**config.mk**
```make
export PLATFORM = sky130hd
export DESIGN_NAME = bcd_mux_display_flat
export DESIGN_NICKNAME = d
export VERILOG_FILES = /design/src/rtl/bcd_mux_display_if.sv /design/src/rtl/bcd_mux_display.sv /design/src/flat_wrapper.sv
export SDC_FILE = /design/constraint.sdc
export NUM_CORES = 1
export LEC_CHECK = 0
export ABC_AREA = 1
export ABC_CLOCK_PERIOD_IN_PS = 3200
export CAP_MARGIN = 10
export CORE_MARGIN = 1
export CORE_UTILIZATION = 50
export DETAILED_ROUTE_END_ITERATION = 6
export PLACE_DENSITY = 0.71
export SYNTH_ARGS = -nofsm -noshare
export SYNTH_HDL_FRONTEND = slang
export SYNTH_SLANG_ARGS = --single-unit
```
**constraint.sdc**
```tcl
create_clock -name hwclk -period 3.2 [get_ports hwclk]
set_input_delay 0.48 -clock hwclk [delete_from_list [all_inputs] [get_ports hwclk]]
set_output_delay 0.48 -clock hwclk [all_outputs]
set_load 0.03 [all_outputs]
```
**src/rtl/bcd_mux_display_if.sv**
```systemverilog
// Bus bundle for the BCD counter / multiplexed display block: control
// inputs (enable, direction, clear) and the counter and display outputs.
interface bcd_mux_display_if #(
  parameter int NUM_DIGITS = 4
);
  logic                      en;
  logic                      up_dn;
  logic                      clear;
  logic [4*NUM_DIGITS-1:0]   count_bcd;
  logic                      wrap;
  logic [7:0]                seg_out;
  logic [NUM_DIGITS-1:0]     dig_sel;

  // Controller side: drives the controls, observes counter and display
  modport master (
    output en, up_dn, clear,
    input  count_bcd, wrap, seg_out, dig_sel
  );

  // Block side: consumes the controls, drives counter and display
  modport slave (
    input  en, up_dn, clear,
    output count_bcd, wrap, seg_out, dig_sel
  );
endinterface

```
**src/rtl/bcd_mux_display.sv**
```systemverilog
// Multi-digit BCD up/down counter with a time-multiplexed 7-segment
// display driver. Count tick and digit-scan tick are derived from hwclk.
// All outputs are registered; display outputs follow the scan index and
// count with one cycle of latency.
module bcd_mux_display #(
  parameter int NUM_DIGITS    = 4,
  parameter int TICK_PERIOD   = 12000000,
  parameter int SCAN_PERIOD   = 12000,
  parameter int COMMON_ANODE  = 0,
  parameter int BLANK_LEADING = 1
) (
  input  logic               hwclk,
  input  logic               rst_n,
  bcd_mux_display_if.slave   bus
);

  localparam int CW     = 4 * NUM_DIGITS;
  localparam int TICK_W = (TICK_PERIOD > 1) ? $clog2(TICK_PERIOD) : 1;
  localparam int SCAN_W = (SCAN_PERIOD > 1) ? $clog2(SCAN_PERIOD) : 1;
  localparam int IDX_W  = (NUM_DIGITS > 1) ? $clog2(NUM_DIGITS) : 1;

  localparam logic [TICK_W-1:0] TICK_LAST = TICK_W'(TICK_PERIOD - 1);
  localparam logic [SCAN_W-1:0] SCAN_LAST = SCAN_W'(SCAN_PERIOD - 1);
  localparam logic [IDX_W-1:0]  IDX_LAST  = IDX_W'(NUM_DIGITS - 1);
  localparam logic              CA_EN     = COMMON_ANODE[0];
  localparam logic              BLANK_EN  = BLANK_LEADING[0];

  // Idle (reset) levels: nothing lit, no digit driven
  localparam logic [7:0]            SEG_IDLE = CA_EN ? 8'hFF : 8'h00;
  localparam logic [NUM_DIGITS-1:0] DIG_IDLE = CA_EN ? {NUM_DIGITS{1'b0}}
                                                     : {NUM_DIGITS{1'b1}};

  // 7-segment code, a..g with a as MSB, active-high
  function automatic logic [6:0] seg_code(input logic [3:0] digit);
    logic [6:0] s;
    case (digit)
      4'd0:    s = 7'h7E;
      4'd1:    s = 7'h30;
      4'd2:    s = 7'h6D;
      4'd3:    s = 7'h79;
      4'd4:    s = 7'h33;
      4'd5:    s = 7'h5B;
      4'd6:    s = 7'h5F;
      4'd7:    s = 7'h70;
      4'd8:    s = 7'h7F;
      4'd9:    s = 7'h7B;
      default: s = 7'h00;
    endcase
    return s;
  endfunction

  logic [TICK_W-1:0]     tick_q, tick_d;
  logic [SCAN_W-1:0]     scan_q, scan_d;
  logic [IDX_W-1:0]      idx_q, idx_d;
  logic [CW-1:0]         count_q, count_d;
  logic                  wrap_q, wrap_d;
  logic [7:0]            seg_q, seg_d;
  logic [NUM_DIGITS-1:0] dig_q, dig_d;

  logic                  tick_s;
  logic                  scan_end_s;
  logic [CW-1:0]         inc_s, dec_s;
  logic                  carry_s, borrow_s;
  logic [3:0]            digit_s;
  logic                  upper_zero_s;
  logic                  run_zero_s;
  logic                  blank_s;
  logic [7:0]            seg_raw_s;
  logic [NUM_DIGITS-1:0] dig_raw_s;

  // Free-running count-tick and scan-tick dividers plus the scan index
  always_comb begin
    tick_s     = (tick_q == TICK_LAST);
    scan_end_s = (scan_q == SCAN_LAST);
    if (tick_s) begin
      tick_d = {TICK_W{1'b0}};
    end else begin
      tick_d = tick_q + TICK_W'(1'b1);
    end
    if (scan_end_s) begin
      scan_d = {SCAN_W{1'b0}};
      if (idx_q == IDX_LAST) begin
        idx_d = {IDX_W{1'b0}};
      end else begin
        idx_d = idx_q + IDX_W'(1'b1);
      end
    end else begin
      scan_d = scan_q + SCAN_W'(1'b1);
      idx_d  = idx_q;
    end
  end

  // Ripple BCD increment and decrement candidates; final carry/borrow
  // set means every digit was 9 (up) or 0 (down), i.e. a wrap-around
  always_comb begin
    inc_s    = count_q;
    dec_s    = count_q;
    carry_s  = 1'b1;
    borrow_s = 1'b1;
    for (int i = 0; i < NUM_DIGITS; i++) begin
      if (carry_s) begin
        if (count_q[i*4 +: 4] >= 4'd9) begin
          inc_s[i*4 +: 4] = 4'd0;
        end else begin
          inc_s[i*4 +: 4] = count_q[i*4 +: 4] + 4'd1;
          carry_s         = 1'b0;
        end
      end else begin
        inc_s[i*4 +: 4] = count_q[i*4 +: 4];
      end
      if (borrow_s) begin
        if (count_q[i*4 +: 4] == 4'd0) begin
          dec_s[i*4 +: 4] = 4'd9;
        end else begin
          dec_s[i*4 +: 4] = count_q[i*4 +: 4] - 4'd1;
          borrow_s        = 1'b0;
        end
      end else begin
        dec_s[i*4 +: 4] = count_q[i*4 +: 4];
      end
    end
  end

  // Count next-state: clear wins at any time, then enable, then direction
  always_comb begin
    count_d = count_q;
    wrap_d  = 1'b0;
    if (bus.clear) begin
      count_d = {CW{1'b0}};
    end else if (tick_s && bus.en) begin
      if (bus.up_dn) begin
        count_d = inc_s;
        wrap_d  = carry_s;
      end else begin
        count_d = dec_s;
        wrap_d  = borrow_s;
      end
    end else begin
      count_d = count_q;
    end
  end

  // Display next-state: select the scanned digit, blank leading zeros,
  // then apply the board polarity
  always_comb begin
    digit_s      = 4'd0;
    upper_zero_s = 1'b0;
    run_zero_s   = 1'b1;
    dig_raw_s    = {NUM_DIGITS{1'b0}};
    for (int i = NUM_DIGITS - 1; i >= 0; i--) begin
      run_zero_s   = run_zero_s && (count_q[i*4 +: 4] == 4'd0);
      dig_raw_s[i] = (IDX_W'(i) == idx_q);
      if (IDX_W'(i) == idx_q) begin
        digit_s      = count_q[i*4 +: 4];
        upper_zero_s = run_zero_s;
      end else begin
        digit_s      = digit_s;
        upper_zero_s = upper_zero_s;
      end
    end
    blank_s = BLANK_EN && (idx_q != {IDX_W{1'b0}}) && upper_zero_s;
    if (blank_s) begin
      seg_raw_s = 8'h00;
    end else begin
      seg_raw_s = {1'b0, seg_code(digit_s)};
    end
    if (CA_EN) begin
      seg_d = ~seg_raw_s;
      dig_d = dig_raw_s;
    end else begin
      seg_d = seg_raw_s;
      dig_d = ~dig_raw_s;
    end
  end

  // Divider, scan index and counter state registers
  always_ff @(posedge hwclk or negedge rst_n) begin
    if (!rst_n) begin
      tick_q  <= {TICK_W{1'b0}};
      scan_q  <= {SCAN_W{1'b0}};
      idx_q   <= {IDX_W{1'b0}};
      count_q <= {CW{1'b0}};
      wrap_q  <= 1'b0;
    end else begin
      tick_q  <= tick_d;
      scan_q  <= scan_d;
      idx_q   <= idx_d;
      count_q <= count_d;
      wrap_q  <= wrap_d;
    end
  end

  // Registered display drive so the pins never see decode glitches
  always_ff @(posedge hwclk or negedge rst_n) begin
    if (!rst_n) begin
      seg_q <= SEG_IDLE;
      dig_q <= DIG_IDLE;
    end else begin
      seg_q <= seg_d;
      dig_q <= dig_d;
    end
  end

  assign bus.count_bcd = count_q;
  assign bus.wrap      = wrap_q;
  assign bus.seg_out   = seg_q;
  assign bus.dig_sel   = dig_q;

endmodule

```
**src/flat_wrapper.sv**
```systemverilog
// flat-port wrapper written by rule: the top's interface ports become plain ports
module bcd_mux_display_flat 
#(
  parameter int NUM_DIGITS    = 4,
  parameter int TICK_PERIOD   = 12000000,
  parameter int SCAN_PERIOD   = 12000,
  parameter int COMMON_ANODE  = 0,
  parameter int BLANK_LEADING = 1
)
  (hwclk, rst_n, bus_en, bus_up_dn, bus_clear, bus_count_bcd, bus_wrap, bus_seg_out, bus_dig_sel);
  bcd_mux_display_if #(.NUM_DIGITS(NUM_DIGITS)) bus_i ();
  input  logic hwclk;
  input  logic rst_n;
  input wire logic [$bits(bus_i.en)-1:0] bus_en;
  input wire logic [$bits(bus_i.up_dn)-1:0] bus_up_dn;
  input wire logic [$bits(bus_i.clear)-1:0] bus_clear;
  output wire logic [$bits(bus_i.count_bcd)-1:0] bus_count_bcd;
  output wire logic [$bits(bus_i.wrap)-1:0] bus_wrap;
  output wire logic [$bits(bus_i.seg_out)-1:0] bus_seg_out;
  output wire logic [$bits(bus_i.dig_sel)-1:0] bus_dig_sel;
  assign bus_i.en = bus_en;
  assign bus_i.up_dn = bus_up_dn;
  assign bus_i.clear = bus_clear;
  assign bus_count_bcd = bus_i.count_bcd;
  assign bus_wrap = bus_i.wrap;
  assign bus_seg_out = bus_i.seg_out;
  assign bus_dig_sel = bus_i.dig_sel;
  bcd_mux_display #(.NUM_DIGITS(NUM_DIGITS), .TICK_PERIOD(TICK_PERIOD), .SCAN_PERIOD(SCAN_PERIOD), .COMMON_ANODE(COMMON_ANODE), .BLANK_LEADING(BLANK_LEADING)) u_core (.hwclk(hwclk), .rst_n(rst_n), .bus(bus_i));
endmodule
```
==> metrics.txt <==
status=completed; total power consumption of the routed design=0.00327 W; initial antenna violation count=0; maximum level of the CTS H-tree=3; top_reg_cell synth=dfrtp_1; clock latency on the worst-skew pair=360 ps; fill cell total of the finished layout=764; clock tree from TritonCTS=done; Clock Tree Buf Depth=2; 1st-iter DRT viols=249; post-CTS setup repair buffer count=0; minimum setup slack in the final design=960 ps; share of the yosys chip area belonging to registers=0.387; wire length of the first global-routing pass=16,800 um; delay of the slowest cell on the worst path=410 ps; total half-perimeter wirelength after legalization and detailed placement=7270 um; CP cell instances=inv_1 > ha_1 > inv_2 > nand3_1 > nand2_1 > a21boi_1 > inv_1 > ha_1 > nand2_1 > nand2_1 > a21oi_1 > nor2_1; final clock period utilization by the worst path=0.700; I/O Buffers=32; Pleak=2.43 nW; total number of placement rows=33; combined area of all synthesized cells=0.00441 mm2; synth cell count leaders=136 x nand2_1, 75 x inv_1, 69 x nor2_1; core footprint=0.00838 mm2; remaining number of nets flagged by the antenna check after routing=0; average cell area after synthesis=7.36 um2; clock-pin transition on the worst setup and hold timing paths=90 ps; CTS hold repair buffers=0; TritonCTS sink count=68; average wire per cell in the routed design=13.5 um; Pwr per Cell Area=653 mW/mm2; Distinct cells, synth=40; fmax=446 MHz; MaxCap Viol Count=0; final estimated routing congestion in global placement=0.882; Top-Level Pins=34; area share of the leading cell type in the synthesized netlist=0.363; type of element launching the critical path=register; most prevalent standard cell on the critical path=nand2_1; Resized cells post-CTS=0; remaining global-route overflow=0; vias per cell=5.39; worst hold path class=primary input to asynchronous set/reset pin; largest cells by area after synthesis=dfrtp_1 36%, nand2_1 12%, ha_1 6.8%, nand3_1 6.6%, inv_1 6.4%; Critical Path Sink Type=register; floorplan die area=0.00920 mm2; Seq cells post-synth=68; Max FO, Critical Path=6; drt total wl=9980 um; CP Data Arrival Time=2480 ps; vias in the first global route=3,655; slew at the pin closest to its max-slew limit=848 ps; Top Metal Used=met4; utilization of the core after routing=0.597; cell chosen for the clock root=clkbuf_8; total area of multi-input combinational cells=0.00232 mm2; Diodes inserted=0; final number of hold-violating endpoints=0; total iterations of the first detailed-routing run=5; net count of the mapped netlist=628; final setup violation count=0; cell count after synthesis=599; Crit Path Class=register to register; wire length on met3=510 um; post-synthesis to final-layout area growth=13.5%; total CTS buffers=9; number of warnings reported in the yosys synthesis log=0; share of synthesized flip-flops with an asynchronous set or reset=1.00; layout cells sized above 1=0.0741; DR vias=3,980; cell accounting for the most synthesized area=dfrtp_1; RSZ-0062 raised after global routing=no; Rel. slew slack=0.435; worst clock skew=14.2 ps; Met1 Routed Length=4530 um; largest net degree at the start of global routing=69; Tot GR Track Use=0.238; setup_tns=0 ps; starting utilization of the core area=0.526; dominant cell by count in the synthesized netlist=nand2_1; net count of the finished layout=658; IR drop worst, VDD=0.000256 V; required time reported for the critical path endpoint=3440 ps; cell area after layout=0.00500 mm2; FF+latch area=0.00171 mm2; routed wire length on met2=4660 um; Placed Instance Area=0.00478 mm2; final critical-path required period=2240 ps; number of max-slew violations in the final report=0; horizontal die dimension=95.9 um; vertical extent of the die=95.9 um; Post-synth EDFFs=0; cell with the largest stage delay on the worst path=dfrtp_1; Post-route DRC=0; worst setup slack before clock tree synthesis=986 ps
through the flow:
stage | hold slack [ps] | cells
floorplan | 184 | 599
global placement | 446 | 723
detailed placement | 453 | 723
CTS | 353 | 739
global route | 397 | 739
finish | 306 | 739
layout by cell type, fill, tap and decap left out, drive strengths merged, types with 3 or more instances in the layout:
master         synthesis  routed
nand2                143     143
clkdlybuf4s50          0      31
xnor2                  6       6
a21oi                 18      18
ha                    24      24
nor3b                  4       4
and3                   4       4
dfstp                  4       4
nand4                 15      15
nor4                   3       3
o21ai                 37      37
nor3                  19      19
dfrtp                 64      64
nand3                 60      60
inv                   80      81
xor2                  19      19
nor2                  75      75
clkbuf                 2      10
routing by layer:
metal	up-vias	global-route usage
met5	-	0
met4	0	0.107
met3	26	0.0332
met2	133	0.393
met1	1846	0.311
li1	1975	-
report_power, final:
group | internal, W | switching [W]
Clock | 0.000460 | 0.000359
Sequential | 0.000966 | 0.000190
Combinational | 0.000474 | 0.000817
Total | 0.00190 | 0.00137
kinds of logic (layout without fill, tap and decap cells):
logic type | count (synthesis) | count (layout) | synth area share
flops | 68 | 68 | 0.387
simple gates | 326 | 326 | 0.330
buf+inv | 94 | 129 | 0.0874
compound gates | 61 | 61 | 0.0772
other cells | 1 | 1 | 0.000850
fa+ha+maj | 24 | 24 | 0.0681
xor+xnor | 25 | 25 | 0.0497
worst max-delay path: cells and delay by family (launching register included):
| kind | cells | cell delay, ps |
|---|---|---|
| compound gates | 2 | 510 |
| fa+ha+maj | 2 | 520 |
| buf+inv | 3 | 360 |
| flops | 1 | 410 |
| simple gates | 5 | 320 |
area by class of cell:
class	count	share of cell area
multi-input combinational	437	0.463
sequential	68	0.341
timing repair buffer	33	0.0645
inverter	80	0.0600
clock buffer	10	0.0275
tap	105	0.0263
clock inverter	6	0.0173
path summary, 6_finish.rpt:
check / startpoint / to / slack (ps) / cells after the start
setup / recovery: u_core.idx_q[0] / u_core.bus.seg_out[2] / 960 / 12
hold / removal: rst_n / u_core.bus.count_bcd[7] / 310 / 2
setup reg to reg: u_core.idx_q[0] / u_core.bus.seg_out[2] / 960 / 12
hold reg to reg: u_core.scan_q[0] / u_core.scan_q[0] / 460 / 1
max in group asynchronous: rst_n / u_core.scan_q[1] / 2340 / 2
min in group hwclk: u_core.scan_q[0] / u_core.scan_q[0] / 460 / 1
registers in the layout, summed over array words and instances (netlist names):
register	cells
u_core.tick_q	24
u_core.bus.count_bcd	16
u_core.scan_q	14
u_core.bus.seg_out	7
u_core.bus.dig_sel	4
u_core.idx_q	2
u_core.bus.wrap	1
No activity file was read; power rests on OpenSTA's default activity.
